## config.mk

```make
export PLATFORM = sky130hd
export DESIGN_NAME = tick_scheduler
export DESIGN_NICKNAME = d
export VERILOG_FILES = /design/src/rtl/tick_scheduler.sv
export SDC_FILE = /design/constraint.sdc
export NUM_CORES = 1
export LEC_CHECK = 0
export ABC_AREA = 1
export CAP_MARGIN = 15
export CORE_MARGIN = 2
export CORE_UTILIZATION = 30
export DETAILED_ROUTE_END_ITERATION = 10
export PLACE_DENSITY = 0.48
export SLEW_MARGIN = 20
export SYNTH_ARGS = -nofsm -noshare
export SYNTH_HDL_FRONTEND = slang
export SYNTH_SLANG_ARGS = --single-unit
export TNS_END_PERCENT = 5
```

## constraint.sdc

```tcl
create_clock -name clk -period 2.1 [get_ports clk]
set_input_delay 0.42 -clock clk [delete_from_list [all_inputs] [get_ports clk]]
set_output_delay 0.42 -clock clk [all_outputs]
set_load 0.01 [all_outputs]
```

## src/rtl/tick_scheduler.sv

```systemverilog
// tick_scheduler: run/pause/step gated prescale counter that schedules NCH
// single-cycle enable ticks from per-channel selectable counter taps.
// Optional feature macro: TICK_SCHED_IRQ_EN adds sticky per-channel irq with irq_ack.

module tick_channel #(
    parameter int WIDTH   = 32,
    parameter int SELW    = 5,
    parameter int SEL_RST = 0
) (
    input  logic             clk,
    input  logic             rst_n,
    input  logic             clr,
    input  logic             inc,
    input  logic             cfg_wr,
    input  logic [SELW-1:0]  cfg_sel,
    input  logic [WIDTH-1:0] cnt,
    input  logic [WIDTH-1:0] cnt_next,
`ifdef TICK_SCHED_IRQ_EN
    input  logic             irq_ack,
    output logic             irq,
`endif
    output logic             tick
);
    logic [SELW-1:0]  sel;
    logic [WIDTH-1:0] tap;
    logic             rise;

    // One-hot tap mask; a select past the top bit shifts the 1 out, so the
    // channel goes silent without any range compare.
    assign tap  = WIDTH'(1) << sel;
    // Selected bit goes 0 -> 1 across this edge; wrap to zero never qualifies.
    assign rise = |(tap & ~cnt & cnt_next);

    // Tap select; a write lands after this edge's tick has used the old value.
    always_ff @(posedge clk or negedge rst_n) begin
        if (!rst_n)      sel <= SELW'(SEL_RST);
        else if (cfg_wr) sel <= cfg_sel;
    end

    // Tick pulse, registered alongside the counter update.
    always_ff @(posedge clk or negedge rst_n) begin
        if (!rst_n) tick <= 1'b0;
        else        tick <= inc & rise & ~clr;
    end

`ifdef TICK_SCHED_IRQ_EN
    // Sticky irq: set the cycle after a tick, ack clears, set beats ack.
    always_ff @(posedge clk or negedge rst_n) begin
        if (!rst_n)       irq <= 1'b0;
        else if (clr)     irq <= 1'b0;
        else if (tick)    irq <= 1'b1;
        else if (irq_ack) irq <= 1'b0;
    end
`endif
endmodule

module tick_scheduler #(
    parameter int WIDTH = 32,
    parameter int NCH   = 4,
    parameter int SELW  = 5
) (
    input  logic                                 clk,
    input  logic                                 rst_n,
    input  logic                                 run,
    input  logic                                 step,
    input  logic                                 clr,
    input  logic                                 cfg_we,
    input  logic [((NCH > 1) ? $clog2(NCH) : 1)-1:0] cfg_ch,
    input  logic [SELW-1:0]                      cfg_sel,
    output logic [WIDTH-1:0]                     cnt,
    output logic [1:0]                           state,
    output logic [NCH-1:0]                       tick
`ifdef TICK_SCHED_IRQ_EN
    ,
    input  logic [NCH-1:0]                       irq_ack,
    output logic [NCH-1:0]                       irq
`endif
);
    localparam int CHW = (NCH > 1) ? $clog2(NCH) : 1;

    typedef enum logic [1:0] {
        S_IDLE  = 2'b00,
        S_RUN   = 2'b01,
        S_PAUSE = 2'b10,
        S_STEP  = 2'b11
    } state_t;

    state_t           st, st_nxt;
    logic             inc;
    logic [WIDTH-1:0] cnt_q, cnt_next;

    // Next state and increment qualifier; clr > run > step.
    always_comb begin
        st_nxt = st;
        inc    = 1'b0;
        if (clr) begin
            st_nxt = S_IDLE;
        end else begin
            case (st)
                S_IDLE, S_PAUSE: begin
                    if (run) begin
                        st_nxt = S_RUN;
                    end else if (step) begin
                        st_nxt = S_STEP;
                        inc    = 1'b1;
                    end
                end
                S_RUN: begin
                    if (run) inc = 1'b1;
                    else     st_nxt = S_PAUSE;
                end
                S_STEP:  st_nxt = run ? S_RUN : S_PAUSE;
                default: st_nxt = S_IDLE;
            endcase
        end
    end

    assign cnt_next = clr ? '0 : (inc ? cnt_q + WIDTH'(1) : cnt_q);

    // FSM state and prescale counter registers.
    always_ff @(posedge clk or negedge rst_n) begin
        if (!rst_n) begin
            st    <= S_IDLE;
            cnt_q <= '0;
        end else begin
            st    <= st_nxt;
            cnt_q <= cnt_next;
        end
    end

    assign cnt   = cnt_q;
    assign state = st;

    for (genvar i = 0; i < NCH; i++) begin : g_ch
        localparam int SR = (i < WIDTH) ? i : WIDTH - 1;
        tick_channel #(
            .WIDTH  (WIDTH),
            .SELW   (SELW),
            .SEL_RST(SR)
        ) u_ch (
            .clk     (clk),
            .rst_n   (rst_n),
            .clr     (clr),
            .inc     (inc),
            .cfg_wr  (cfg_we && (cfg_ch == CHW'(i))),
            .cfg_sel (cfg_sel),
            .cnt     (cnt_q),
            .cnt_next(cnt_next),
`ifdef TICK_SCHED_IRQ_EN
            .irq_ack (irq_ack[i]),
            .irq     (irq[i]),
`endif
            .tick    (tick[i])
        );
    end
endmodule

```

Word-level counts from Yosys, hierarchy flattened
Index checks and enable logic that the tools add are counted.
Cells by class
  $add $sub $neg: 1
  equality and inequality tests: 8
  shift operators: 4
  mux-type cells: 13
  bitwise gates (word level): 18
  reductions and logical operators: 12
Operators with widths (number)
  AND 32 bit: 8
  OR reduction 32 bit: 4
  << shifter 1 x 5 -> 32 bit (first input constant): 4
  2-to-1 mux 32 bit: 2
  adder 32 x 1 -> 32 bit (second input constant): 1
  inverter 32 bit: 1
  2-to-1 mux 2 bit: 5
  AND 1 bit: 8
  == test 2 bit (second input constant): 4
  case mux 2 bit (3 select lines): 1
  == test 2 x 1 -> 1 bit (second input constant): 2
  logical AND 1 bit: 4
  zero test 2 bit: 2
  2-to-1 mux 1 bit: 4
  != test 4 bit (second input constant): 1
  != test 3 bit (second input constant): 1
  case mux 1 bit (2 select lines): 1
  AND reduction 2 bit: 1
  OR reduction 2 bit: 1
  inverter 1 bit: 1
Storage, ports and cells
  register bits after elaboration: 58
  input port bits: 13
  output and inout bits: 38
  logic and storage cells: 66

Logic depth before layout (Yosys ltp)
  word-level depth: 10
  mapped depth: 14
  mapped depth without buffers: 14

Modules after synthesis
A second synthesis with hierarchy kept.
Unflattened totals
  cell total of the unflattened synthesis: 961
  area total of the unflattened synthesis: 5627.9 µm²
Modules (own cells, without submodules)
  tick_scheduler: times used 1, cells an instance 337, area each 2314.7 µm², seq. area each 850.8 µm²
  tick_channel (g_ch[1].u_ch ...): times used 2, cells an instance 156, area each 828.3 µm², seq. area each 151.4 µm²
  tick_channel (g_ch[3].u_ch): times used 1, cells an instance 156, area each 829.5 µm², seq. area each 152.6 µm²
  tick_channel (g_ch[0].u_ch): times used 1, cells an instance 156, area each 827.0 µm², seq. area each 150.1 µm²

Worst setup path after synthesis
OpenSTA, ideal clock, no wires.
  kind: flip-flop to flip-flop
  from: register cnt_q[1], in the netlist cnt[1]
  to: register g_ch[0].u_ch.tick
  library setup time: 0.065 ns
  arrival: 1.681 ns
  required time: 2.035 ns
  slack: 0.354 ns
  stages on the path, launching flop included: 14
  buffers on the path: 0
  period minus slack after synthesis: 1.746 ns
  path through: dfrtp_1 > ha_1 > inv_1 > nor2_4 > nand2_2 > nor2_2 > nand3_2 > inv_1 > nand4_1 > nand2_1 > nor2_1 > nand2_1 > nor2_1 > nand2_1
Between the ends
  longest elaborated chain between the ends: 7
  elaborated cells between the ends (all ways): 9
  those cells by class: add/sub (1); mux (2); bitwise (5); reduce/logical (1)
Ends and longest elaborated chain
  start, declared: RTL line 90  | logic [WIDTH-1:0] cnt_q, cnt_next;
  start signal, assigned: RTL line 127  | cnt_q <= cnt_next;
  adder 32 x 1 -> 32 bit: RTL line 118  | assign cnt_next = clr ? '0 : (inc ? cnt_q + WIDTH'(1) : cnt_q);
  2-to-1 mux 32 bit (2 in series): RTL line 118
  AND 32 bit *: RTL line 32  | assign rise = |(tap & ~cnt & cnt_next);
  OR reduction 32 bit *: RTL line 32
  AND 1 bit * (2 in series): RTL line 43  | else tick <= inc & rise & ~clr;
  end signal, assigned: RTL line 43
  end, declared: RTL line 22  | output logic tick
Every way passes the cells marked *; elsewhere a longest branch is shown, timed or not.
A chain may end at the register's enable or synchronous reset.

Worst setup path after layout
  from: register st[0], in the netlist state[0]
  to: register g_ch[2].u_ch.tick
Between the ends
  longest elaborated chain between the ends: 10
  elaborated cells between the ends (all ways): 12
  those cells by class: eq/ne (2); mux (4); bitwise (3); reduce/logical (3)
Ends and longest elaborated chain
  start, declared: RTL line 88  | state_t st, st_nxt;
  start signal, assigned: RTL line 126  | st <= st_nxt;
  == test 2 bit / zero test 2 bit (equally long branches): RTL line 99  | case (st)
  OR reduction 2 bit: RTL line 99
  case mux 1 bit (2 select lines) *: RTL line 99
  2-to-1 mux 1 bit *: RTL line 96  | if (clr) begin
  2-to-1 mux 32 bit * (2 in series): RTL line 118
  named net cnt_next[0]: RTL line 90
  AND 32 bit *: RTL line 32
  OR reduction 32 bit *: RTL line 32
  AND 1 bit * (2 in series): RTL line 43
  end signal, assigned: RTL line 43
  end, declared: RTL line 22
Mark *: on every way through the listed nets, which the timed path passes. The rest lies on a longest branch.

==> results.tsv <==
stage	metric	value	unit
run_status	status	complete, no violations	
clock_tree	tritoncts	yes	
place	dpl.hpwl	17900	um
routing	routedWlPerCell	19.00	um
timing	hold_violations	0	
grt	grt_pass1_vias	6069	
die	core_region_area	17960	um2
power	ir_drop	0.3810	mV
power	power_leakage	3.123	nW
worst_setup_path	critPathCaptureType	flip-flop	
timing	worstMarginPinSlew	545.4	ps
routing	dr.pass1.iters	6	
timing	fmax	515.5	MHz
grt	grt-ovfl-total	0	
flow_run	maxCapViolCount	0	
timing	finalSetupViolCount	0	
clock_tree	insertion_delay	350	ps
routing	drc	0	
worst_setup_path	cpMaxStageDelayCell	dfrtp_1	
cells_and_area	layout-drive-gt1-share	16.73	%
timing	timing.final.crit_share	92.37	%
cells_and_area	area_growth	28.22	%
cells_and_area	multi_input_area	3532	um2
cells_and_area	final_area	7061	um2
logic_synthesis	synth_edf_count	0	
cells_and_area	diodes	0	
cells_and_area	finalNetCount	990	
timing	slew_violations	0	
grt	grt_max_degree	59	
worst_setup_path	crit_buf_inv	4	
logic_synthesis	synthesis.nets	893	
routing	wl	22970	um
logic_synthesis	postSynth.asyncResetShare	100.0	%
cells_and_area	final_cell_mix	199 x nor2_1, 177 x nand4_1, 162 x nand2_1	
routing	drt-initial-drc-count	888	
clock_tree	postCtsHoldBufs	0	
worst_setup_path	worstSetupPathType	flip-flop to flip-flop	
place	dpl-instance-area	6685	um2
worst_setup_path	r2r_end	g_ch[2].u_ch.tick$_DFF_PN0_	
worst_setup_path	rr_startpoint	state[0]$_DFFE_PN0P_	
worst_setup_path	critPathMaxFanout	6	
die	die_h	139.5	um
clock_tree	numCtsBuffers	9	
routing	drtAntennaViolNets	0	
logic_synthesis	avgSynthCellArea	6.265	um2
logic_synthesis	ys_warn_count	0	
worst_setup_path	critPathMaxStageDelay	440	ps
logic_synthesis	syn_inst	879	
grt	groute.usage.overall	23.57	%
worst_setup_path	crit_required	2380	ps
worst_setup_path	path_common_cell	nand2_1	
worst_setup_path	crit_family	simple AND/OR/NAND/NOR gates	
die	fp.dieW	139.5	um
routing	dr_total_vias	6621	
clock_tree	root_buffer	clkbuf_16	
worst_setup_path	crit_chain	inv_1 > nand3_2 > nand2_4 > clkinv_2 > buf_4 > a21oi_2 > buf_4 > nand2_1 > nand2_1 > nor2_1 > nand2_1 > nor2_1 > nand2_1	
min_path	hp-class	input port to asynchronous set/reset pin	
cells_and_area	layout_commonest_cell	nor2_1	
clock_tree	clk_pin_slew	50	ps
worst_setup_path	rrSetupSlack	160	ps
die	start_util	30.65	%
worst_setup_path	arrival	2220	ps
clock_tree	htreeDepth	3	
worst_setup_path	critPathLaunchType	flip-flop	
cells_and_area	fin_util	39.30	%
clock_tree	clock-sinks	58	
cells_and_area	final-seq-area	1456	um2
logic_synthesis	synth-seq-cells	58	
logic_synthesis	ys_types	32	
power	cellPowerDensity	513.5	nW/um2
die	row_count	49	
power	power.total	0.003626	W
logic_synthesis	ys_seq_area_share	26.45	%
die	dieArea	19450	um2
timing	fin_skew	10.14	ps
worst_setup_path	reg2reg_depth	13	
routing	viasPerCell	5.476	
clock_tree	clockBufferDepth	2	
place	io_buffers	50	
logic_synthesis	synth_area	5507	um2
die	ios	51	
grt	antenna_found_initial	0	
timing	relSlewSlack	63.60	%
cells_and_area	fillers	1947	
timing	tns	0	ps
grt	grt_pass1_wl	35090	um
place	gp_congestion	1.002	
logic_synthesis	synth_flop_cell	dfrtp_1	
timing	fin_crit	1940	ps
flip-flops by register name, summed over array words and instances, names as in the netlist:
name,cells
cnt,32
g_ch.u_ch.sel,20
g_ch.u_ch.tick,4
state,2
metrics by stage:
stage | setup slack, ps | instances | hold slack (ps)
floorplan | 354.0 | 879 | 124.4
global placement | -273.6 | 1190 | 456.8
detailed placement | -283.9 | 1190 | 460.3
CTS | 63.47 | 1205 | 94.84
global route | -7.754 | 1209 | 106.2
finish | 160.2 | 1209 | 83.06
final cells by class:
class,instances,share of cell area [%]
inverter,78,4.288
clock buffer,15,3.934
multi-input combinational,694,50.03
timing repair inverter,1,0.07088
tap,229,4.058
timing repair buffer,134,16.99
sequential,58,20.63
cell usage after synthesis (11+ instances only):
cell,number,area [um2]
xor2_1,11,96.34
inv_1,73,274.0
o21ai_0,37,185.2
clkbuf_1,13,48.80
nor2_1,200,750.7
nand4_1,177,1107
dfrtp_1,54,1351
nor2_2,19,118.9
nor3_1,28,140.1
nand2_1,163,611.8
nand3_1,16,80.08
buf_2,22,110.1
worst reg2reg max path: cells and delay by family, from the launching register on:
family | cells | cell delay, ps
buffers and inverters | 4 | 620
AOI/OAI and AO/OA | 1 | 180
DFF | 1 | 440
and+or+nand+nor | 8 | 620
power breakdown:
group          switching, W  total, W  internal (W)
Combinational      0.000602  0.000852      0.000250
Sequential         0.000135   0.00134       0.00120
Clock              0.000548   0.00144      0.000890
Total               0.00128   0.00363       0.00234
metal layers:
layer	vias to the layer above	part of all wire, %	track usage (%)
met2	293	44	35.63
met3	78	7.0	4.233
li1	3205	-	-
met4	0	4.8	11.22
met5	-	0	0
met1	3045	45	32.55
how the worst max path moves through the flow:
stage	startpoint	endpoint	slack, ps	cells past startpoint
floorplan	cnt[1]$_DFF_PN0_	g_ch[0].u_ch.tick$_DFF_PN0_	350	13
global placement	run	g_ch[3].u_ch.tick$_DFF_PN0_	-270	13
detailed placement	run	g_ch[3].u_ch.tick$_DFF_PN0_	-280	14
CTS	run	g_ch[2].u_ch.tick$_DFF_PN0_	60	14
global route	state[0]$_DFFE_PN0P_	g_ch[2].u_ch.tick$_DFF_PN0_	-8	14
finish	state[0]$_DFFE_PN0P_	g_ch[2].u_ch.tick$_DFF_PN0_	160	13
cell families (layout without fill, tap and decap cells):
| logic type | after synthesis | count (layout) | synth area share [%] |
|---|---|---|---|
| AOI/OAI and AO/OA | 49 | 49 | 4.726 |
| DFF | 58 | 58 | 26.45 |
| adders and majority gates | 1 | 1 | 0.2272 |
| buffers and inverters | 127 | 228 | 10.36 |
| xor gates and xnor gates | 11 | 11 | 1.750 |
| and+or+nand+nor | 633 | 633 | 56.49 |
timing repair:
action	4_1_cts	5_1_grt
resized for setup	0	24
setup endpoints to repair	0	10
setup buffers	0	3
Power figures use the tool's default switching activity.
